File: src/rtl/imem_loader_if.sv
// Loader-side bus bundle: byte stream in, instruction-memory write port out.
// The loader is the slave of the stream and drives the memory write strobe.
interface imem_loader_if;
    logic        in_valid;
    logic [7:0]  in_data;
    logic        in_ready;
    logic        mem_we;
    logic [31:0] mem_addr;
    logic [31:0] mem_wdata;

    modport slave (
        input  in_valid,
        input  in_data,
        output in_ready,
        output mem_we,
        output mem_addr,
        output mem_wdata
    );

    modport master (
        output in_valid,
        output in_data,
        input  in_ready,
        input  mem_we,
        input  mem_addr,
        input  mem_wdata
    );
endinterface

File: src/rtl/imem_loader.sv
// Framed byte-stream loader for the instruction memory.
// Holds the core in reset until a checksum-verified image has been written.
module imem_loader #(
    parameter int DEPTH = 256,
    parameter int AW    = 8
) (
    input  logic          clk,
    input  logic          rst,
    input  logic          start,
    imem_loader_if.slave  bus,
    output logic          cpu_hold,
    output logic          busy,
    output logic          done,
    output logic          error,
    output logic [AW:0]   words_loaded
);

    typedef enum logic [2:0] {
        IDLE,
        LEN0,
        LEN1,
        DATA,
        CSUM,
        DONE,
        ERR
    } state_t;

    state_t state;
    state_t nxt;

    logic        acc;
    logic        start_ok;
    logic [7:0]  len_lo;
    logic [15:0] nlen;
    logic [16:0] len_n;
    logic [16:0] depth17;
    logic [1:0]  bidx;
    logic [AW:0] widx;
    logic [23:0] wbuf;
    logic [7:0]  csum;
    logic [16:0] wnext;
    logic        last_byte;
    logic        last_word;

    assign acc       = bus.in_valid & bus.in_ready;
    assign start_ok  = start & ((state == IDLE) | (state == DONE)
                                | (state == ERR));
    assign len_n     = {1'b0, bus.in_data, len_lo};
    assign depth17   = 17'(DEPTH);
    assign wnext     = 17'(widx) + 17'd1;
    assign last_byte = (bidx == 2'd3);
    assign last_word = (wnext == {1'b0, nlen});

    assign words_loaded = widx;

    always_ff @(posedge clk or posedge rst) begin
        if (rst) begin
            state <= IDLE;
        end else begin
            state <= nxt;
        end
    end

    always_comb begin
        nxt = state;
        unique case (state)
            IDLE, DONE, ERR: begin
                if (start) nxt = LEN0;
            end
            LEN0: begin
                if (acc) nxt = LEN1;
            end
            LEN1: begin
                if (acc) begin
                    if (len_n > depth17)
                        nxt = ERR;
                    else if (len_n == 17'd0)
                        nxt = CSUM;
                    else
                        nxt = DATA;
                end
            end
            DATA: begin
                if (acc && last_byte && last_word)
                    nxt = CSUM;
            end
            CSUM: begin
                if (acc)
                    nxt = (bus.in_data == csum) ? DONE : ERR;
            end
            default: nxt = IDLE;
        endcase
    end

    // Status is a pure function of state, so done/error stay sticky
    // until the next accepted start and can never both be high.
    always_comb begin
        bus.in_ready = 1'b0;
        busy         = 1'b0;
        cpu_hold     = 1'b0;
        done         = 1'b0;
        error        = 1'b0;
        unique case (state)
            LEN0, LEN1, DATA, CSUM: begin
                bus.in_ready = 1'b1;
                busy         = 1'b1;
                cpu_hold     = 1'b1;
            end
            DONE: begin
                done = 1'b1;
            end
            ERR: begin
                error    = 1'b1;
                cpu_hold = 1'b1;
            end
            default: begin
                bus.in_ready = 1'b0;
            end
        endcase
    end

    always_ff @(posedge clk or posedge rst) begin
        if (rst) begin
            len_lo        <= '0;
            nlen          <= '0;
            bidx          <= '0;
            widx          <= '0;
            wbuf          <= '0;
            csum          <= '0;
            bus.mem_we    <= 1'b0;
            bus.mem_addr  <= '0;
            bus.mem_wdata <= '0;
        end else begin
            bus.mem_we <= 1'b0;
            if (start_ok) begin
                len_lo <= '0;
                nlen   <= '0;
                bidx   <= '0;
                widx   <= '0;
                wbuf   <= '0;
                csum   <= '0;
            end else if (acc) begin
                unique case (state)
                    LEN0: len_lo <= bus.in_data;
                    LEN1: nlen   <= {bus.in_data, len_lo};
                    DATA: begin
                        csum <= csum ^ bus.in_data;
                        bidx <= bidx + 2'd1;
                        unique case (bidx)
                            2'd0: wbuf[7:0]   <= bus.in_data;
                            2'd1: wbuf[15:8]  <= bus.in_data;
                            2'd2: wbuf[23:16] <= bus.in_data;
                            default: begin
                                bus.mem_we    <= 1'b1;
                                bus.mem_addr  <= {{(30-AW){1'b0}},
                                                  widx[AW-1:0], 2'b00};
                                bus.mem_wdata <= {bus.in_data, wbuf};
                                widx          <= widx + 1'b1;
                            end
                        endcase
                    end
                    default: begin
                        len_lo <= len_lo;
                    end
                endcase
            end
        end
    end

endmodule

File: src/flat_wrapper.sv
// flat-port wrapper written by rule: the top's interface ports become plain ports
module imem_loader_flat 
#(
    parameter int DEPTH = 256,
    parameter int AW    = 8
)
  (clk, rst, start, cpu_hold, busy, done, error, words_loaded, bus_in_valid, bus_in_data, bus_in_ready, bus_mem_we, bus_mem_addr, bus_mem_wdata);
  imem_loader_if bus_i ();
  input  logic clk;
  input  logic rst;
  input  logic start;
  output logic cpu_hold;
  output logic busy;
  output logic done;
  output logic error;
  output logic [AW:0] words_loaded;
  input wire logic [$bits(bus_i.in_valid)-1:0] bus_in_valid;
  input wire logic [$bits(bus_i.in_data)-1:0] bus_in_data;
  output wire logic [$bits(bus_i.in_ready)-1:0] bus_in_ready;
  output wire logic [$bits(bus_i.mem_we)-1:0] bus_mem_we;
  output wire logic [$bits(bus_i.mem_addr)-1:0] bus_mem_addr;
  output wire logic [$bits(bus_i.mem_wdata)-1:0] bus_mem_wdata;
  assign bus_i.in_valid = bus_in_valid;
  assign bus_i.in_data = bus_in_data;
  assign bus_in_ready = bus_i.in_ready;
  assign bus_mem_we = bus_i.mem_we;
  assign bus_mem_addr = bus_i.mem_addr;
  assign bus_mem_wdata = bus_i.mem_wdata;
  imem_loader #(.DEPTH(DEPTH), .AW(AW)) u_core (.clk(clk), .rst(rst), .start(start), .bus(bus_i), .cpu_hold(cpu_hold), .busy(busy), .done(done), .error(error), .words_loaded(words_loaded));
endmodule
File: config.mk
export PLATFORM = sky130hd
export DESIGN_NAME = imem_loader_flat
export DESIGN_NICKNAME = d
export VERILOG_FILES = /design/src/rtl/imem_loader_if.sv /design/src/rtl/imem_loader.sv /design/src/flat_wrapper.sv
export SDC_FILE = /design/constraint.sdc
export NUM_CORES = 1
export LEC_CHECK = 0
export ABC_AREA = 0
export CELL_PAD_IN_SITES_DETAIL_PLACEMENT = 0
export CELL_PAD_IN_SITES_GLOBAL_PLACEMENT = 1
export CORE_ASPECT_RATIO = 1.75
export CORE_MARGIN = 4
export CORE_UTILIZATION = 40
export DETAILED_ROUTE_END_ITERATION = 10
export HOLD_SLACK_MARGIN = 0.05
export PLACE_DENSITY_LB_ADDON = 0.2
export SYNTH_ARGS = -nofsm -noshare
export SYNTH_HDL_FRONTEND = slang
export SYNTH_SLANG_ARGS = --single-unit
File: constraint.sdc
create_clock -name clk -period 3.7 [get_ports clk]
set_clock_uncertainty 0.15 [all_clocks]
set_input_delay 0.37 -clock clk [delete_from_list [all_inputs] [get_ports clk]]
set_output_delay 0.37 -clock clk [all_outputs]
set_load 0.005 [all_outputs]
==> results of run 1 <==
==> power by group <==
group / total, W / switching, W / internal, W / leakage, nW
Clock: 0.000931 / 0.000466 / 0.000466 / 0.135
Sequential: 0.00190 / 0.000320 / 0.00158 / 1.50
Combinational: 0.00141 / 0.000725 / 0.000686 / 1.25
Total: 0.00425 / 0.00151 / 0.00274 / 2.88
==> kinds of logic (layout without fill, tap and decap cells) <==
logic type      count (synthesis)  after routing  share of synthesized area [%]
xor+xnor                       30             30                           4.83
other cells                     1             24                         0.0689
buf+inv                        74             95                           7.27
simple gates                  262            262                           21.3
flops                         111            111                           51.1
fa+ha+maj                       6              6                           1.38
compound gates                 96             96                           10.4
mux                            18             18                           3.68
==> state kept, by name (all words and copies together), names as in the netlist <==
name and cells:
u_core.nlen 16, u_core.csum 8, u_core.bus.mem_wdata 32, u_core.words_loaded 9
u_core.bus.mem_we 1, u_core.bus.mem_addr 8, u_core.bidx 2, u_core.wbuf 24
u_core.state 3, u_core.len_lo 8
==> cell type report <==
cell class,count,area share (%)
Timing Repair Buffer,73,11.2
Tap cell,174,3.42
Clock buffer,9,3.53
Multi-Input combinational cell,436,36.9
Sequential cell,111,43.6
Clock inverter,6,0.922
Inverter,7,0.451
==> critical path: cells and delay by family (launching register included) <==
family,cells,cell delay (ns)
flops,1,0.70
buf+inv,1,0.59
simple gates,1,0.16
xor+xnor,1,0.39
==> worst max-delay path by stage <==
stage                     slack (ns)  cells after the start                           to
after global placement          1.05                      6  u_core.state[0]$_DFFE_PP0P_
after global routing            0.83                      7  u_core.state[1]$_DFFE_PP0P_
after detailed placement        0.99                      6  u_core.state[0]$_DFFE_PP0P_
after floorplan                 0.25                      1   u_core.bidx[0]$_DFFE_PP0P_
after CTS                       0.98                      3                         busy
final                           0.99                      3                         busy
==> Yosys cell counts (5+ instances only) <==
library cell,instances
nand2_1,170
dfrtp_1,111
a21oi_1,56
buf_4,26
nand3_1,25
clkbuf_1,24
nor2_1,24
buf_2,16
o21ai_0,16
xnor2_1,16
mux2_2,15
xor2_1,14
ha_1,6
inv_1,6
nand4_1,6
and3_1,5
o31ai_1,5
==> metal layers <==
metal / track usage, % / wire [µm]
met1: 21.1 / 5340
met2: 34.6 / 7790
met3: 2.46 / 384
met4: 6.54 / 296
met5: 0 / 0
==> stage by stage <==
stage | hold WS (ns) | util [%] | instance area [µm²] | total power, W
3_3_place_gp | 0.309 | 45.5 | 6090 | 0.00332
6_report | 0.327 | 47.6 | 6370 | 0.00425
2_1_floorplan | 0.289 | - | 5530 | 0.00278
4_1_cts | 0.331 | 47.6 | 6370 | 0.00430
5_1_grt | 0.349 | 47.6 | 6370 | 0.00454
3_5_place_dp | 0.308 | 45.5 | 6090 | 0.00335
==> impl_metrics.toml, run 1 <==
[run_status]
status = "complete, no violations"

[pwr]
leakagePower_nw = 2.88
ir_drop_v = 0.000344
powerDensity_mw_per_mm2 = 666

[detailed_routing]
wl_per_cell_um = 16.9
wl_um = 13800
drc = 0
viasPerCell = 5.17
vias = 4221
drtAntennaViolNets = 0
drtIter0Drc = 207
firstDrtPassIters = 4

[placement]
placed_cells = 801
place_ws_ns = 0.991
dpl.hpwl_um = 9710
gp_congestion = 0.931
port_buffers = 66

[clocking]
cts.sinks = 111
ctsHoldBuffers = 0
ctsRootBufferMaster = "clkbuf_16"
postCtsSetupRepairBufs = 0
cts_buffers = 9
cts_tree = "done"
cts_resized = 0
path_clk_slew_ns = 0.08
htreeDepth = 3
clock_latency_ns = 0.34
cts_buffer_depth = 2

[yosys]
synth_enable_flop_cells = 0
syn_avg_cell_area_um2 = 9.10
synth_top_cell_by_area = "dfrtp_1"
async_reset_ff_share_pct = 100
synth_cell_types = 54
ys_seq_area_share_pct = 51.1
netlist_instances = 598
yosys-top-cells-area = "dfrtp_1 51%, nand2_1 12%, a21oi_1 5.2%"
synth.top_cell.area_share_pct = 51.1
synth_warnings = 0
netlist_area_mm2 = 0.00544
synth_flop_cell = "dfrtp_1"
ys_ff_latch = 111

[timing]
min_period_ns = 2.71
finalWorstSetupSlack_ns = 0.989
fmax_mhz = 369
max_slew_margin_pct = 36.5
timing_worst_slew_pin_value_ns = 0.949
setup-tns-final_ns = 0
rsz0062_at_grt = "false"
finalSetupViolCount = 0
fin_crit_sh_pct = 73.3
finalHoldViolations = 0
drv_slew = 0

[global_routing]
grtUsageTotal_pct = 18.6
grt_antenna_before_repair = 0
overflow = 0
grt_pass1_vias = 4288
grt_max_degree = 60
grt_pass1_wl_um = 22600

[floorplanning]
die_h_um = 162
ioPinCount = 91
core_mm2 = 0.0134
initial_core_util_pct = 40.6
fp.dieW_um = 96.1
rows = 56
die_area_mm2 = 0.0156

[worst_setup_path]
critical_path_arrival_ns = 2.19
r2r_slack_ns = 1.04
critical_path.slowest_cell = "dfrtp_1"
cp_max_fo = 19
cp-start-kind = "flip-flop"
worstSetupPathType = "reg2out"
endpoint_kind = "output port"
r2r_end = "u_core.state[1]$_DFFE_PP0P_"
critPathMaxStageDelay_ns = 0.70
r2r-start = "u_core.words_loaded[0]$_DFFE_PP0P_"
crit_chain = "nor2_1 -> xnor2_1 -> clkdlybuf4s50_1"
cp-startpoint = "u_core.state[0]$_DFFE_PP0P_"
r2r_cells = 7
worstPathRequired_ns = 3.18

[finish]
multi_input_area_mm2 = 0.00235
seq_area_mm2 = 0.00278
layout_commonest_cell = "nand2_1"
drive_gt1_share_pct = 8.10
nFillCells = 1314
n_antenna_cell = 0
layout_common_cells = "170 x nand2_1, 111 x dfrtp_1, 66 x clkdlybuf4s50_1, 56 x a21oi_1, 25 x nand3_1"
final_nets = 656
areaGrowthSynthToFinish_pct = 17.2
post_layout_nonfiller_instances = 816

[flow_run]
maxCapViolations = 0

[worst_hold_path]
min_path_type = "in2async"
Note: power is estimated with default switching activity, not from simulation.
==> run 2, diff against run 1 <==
--- a/config.mk
+++ b/config.mk
@@ -10,7 +10,7 @@
 export CELL_PAD_IN_SITES_GLOBAL_PLACEMENT = 1
 export CORE_ASPECT_RATIO = 1.75
 export CORE_MARGIN = 4
-export CORE_UTILIZATION = 40
+export CORE_UTILIZATION = 37
 export DETAILED_ROUTE_END_ITERATION = 10
 export HOLD_SLACK_MARGIN = 0.05
 export PLACE_DENSITY_LB_ADDON = 0.2
==> constraint.sdc (replaced) <==
create_clock -name clk -period 2.4 [get_ports clk]
set_clock_uncertainty 0.15 [all_clocks]
set_input_delay 0.24 -clock clk [delete_from_list [all_inputs] [get_ports clk]]
set_output_delay 0.24 -clock clk [all_outputs]
set_load 0.005 [all_outputs]
==> run 2 against run 1 <==
Sequential power rose by 49%. Clock-buffer cell count rose by 1. Largest power group unchanged. Sequential share of layout area fell by 2.0 points. Global-route usage fell by 1.5 points. Final cell count rose by 4.3%. Final area rose by 4.7%. Hold slack got worse by 0.26 ns. Critical path depth fell by 1.
==> impl_metrics.toml, run 2 (synthesis gave the netlist of run 1 again) <==
[clocking]
cts_buffer_depth = 2
clock_latency_ns = 0.35
path_clk_slew_ns = 0.08
cts_tree = "done"
ctsHoldBuffers = 0
cts_buffers = 9
cts_resized = 0
ctsRootBufferMaster = "clkbuf_16"
htreeDepth = 3
cts.sinks = 111
postCtsSetupRepairBufs = 0

[detailed_routing]
wl_um = 13900
vias = 4220
drtIter0Drc = 198
drc = 0
drtAntennaViolNets = 0
firstDrtPassIters = 4
wl_per_cell_um = 16.3
viasPerCell = 4.96

[global_routing]
grt_antenna_before_repair = 0
grt_max_degree = 64
overflow = 0
grtUsageTotal_pct = 17.1
grt_pass1_wl_um = 22800
grt_pass1_vias = 4309

[worst_setup_path]
worstSetupPathType = "reg2out"
endpoint_kind = "output port"
r2r-start = "u_core.words_loaded[0]$_DFFE_PP0P_"
critPathMaxStageDelay_ns = 0.59
critical_path.slowest_cell = "clkdlybuf4s50_1"
worstPathRequired_ns = 2.01
cp_max_fo = 10
crit_chain = "xnor2_1 -> clkdlybuf4s50_1"
critical_path_arrival_ns = 1.86
cp-startpoint = "u_core.state[2]$_DFFE_PP0P_"
cp-start-kind = "flip-flop"

[finish]
areaGrowthSynthToFinish_pct = 22.7
largest_register_ffs = 32
n_antenna_cell = 0
largest-register = "u_core.bus.mem_wdata"
layout_common_cells = "170 x nand2_1, 111 x dfrtp_1, 66 x clkdlybuf4s50_1, 56 x a21oi_1, 31 x buf_4"
reg_top3 = "u_core.bus.mem_wdata x32, u_core.wbuf x24, u_core.nlen x16"
layout_commonest_cell = "nand2_1"
drive_gt1_share_pct = 12.1
final_nets = 684

[pwr]
ir_drop_v = 0.000440
leakagePower_nw = 3.05
powerDensity_mw_per_mm2 = 1010

[timing]
fin_crit_sh_pct = 93.7
rsz0062_at_grt = "false"
finalSetupViolCount = 0
drv_slew = 0
finalHoldViolations = 0
hold_ws_ns = 0.0714
timing_worst_slew_pin_value_ns = 0.569
min_period_ns = 2.25
max_slew_margin_pct = 61.9
fmax_mhz = 445
setup-tns-final_ns = 0

[floorplanning]
fp.dieW_um = 99.7
rows = 58
die_area_mm2 = 0.0168
initial_core_util_pct = 37.9
ioPinCount = 91
die_h_um = 168
core_mm2 = 0.0144

[flow_run]
maxCapViolations = 0

[placement]
dpl.hpwl_um = 10100
port_buffers = 66
gp_congestion = 0.789

[worst_hold_path]
min_path_type = "in2async"

[run_status]
status = "complete, no violations"
## run 2: power breakdown
group          internal, W  switching [W]  total (W)  leakage [nW]
Clock             0.000830       0.000712    0.00154         0.151
Combinational      0.00116        0.00124    0.00240          1.39
Sequential         0.00244       0.000386    0.00283          1.50
## run 2: area by class of cell
type,count,area (µm²)
repair buffers,101,973
clock buffers,10,229
fillers,1421,7690
flip-flops and latches,111,2780
inverters,7,30.0
well taps,180,225
multi-input cells,436,2360
clock inverters,6,75.1
## run 2: worst paths after layout
path | cells past startpoint | slack [ns] | endpoint
max | 2 | 0.15 | bus_in_ready
min | 2 | 0.07 | u_core.bus.mem_addr[2]$_DFFE_PP0P_
max reg2reg | 7 | 0.20 | u_core.state[1]$_DFFE_PP0P_
min reg2reg | 2 | 0.33 | u_core.bus.mem_wdata[1]$_DFFE_PP0P_
max in group asynchronous | 3 | 1.36 | u_core.nlen[5]$_DFFE_PP0P_
min in group clk | 2 | 0.33 | u_core.bus.mem_wdata[1]$_DFFE_PP0P_
## run 2: critical path, delay by kind of cell (launching register included)
kind,cells,cell delay [ns]
flip-flops,1,0.48
XOR/XNOR,1,0.44
buffers and inverters,1,0.59
## run 2: metal layers
layer	global-route usage (%)	vias up	share of wire, %
met5	0	-	0
met1	19.8	2069	39
met4	5.95	0	2.0
li1	-	2063	-
met3	2.24	17	2.7
met2	31.9	71	56
## run 2: per-stage QoR
step                util, %  cell area, µm²  std cells  power [W]  worst slack, ns
floorplan                 -            5530        621    0.00429            0.265
global placement       44.3            6360        835    0.00522           -0.110
detailed placement     44.3            6360        835    0.00528           -0.169
CTS                    46.4            6660        851    0.00685           0.0862
global route           46.5            6680        851    0.00726           0.0387
finish                 46.5            6680        851    0.00677            0.152
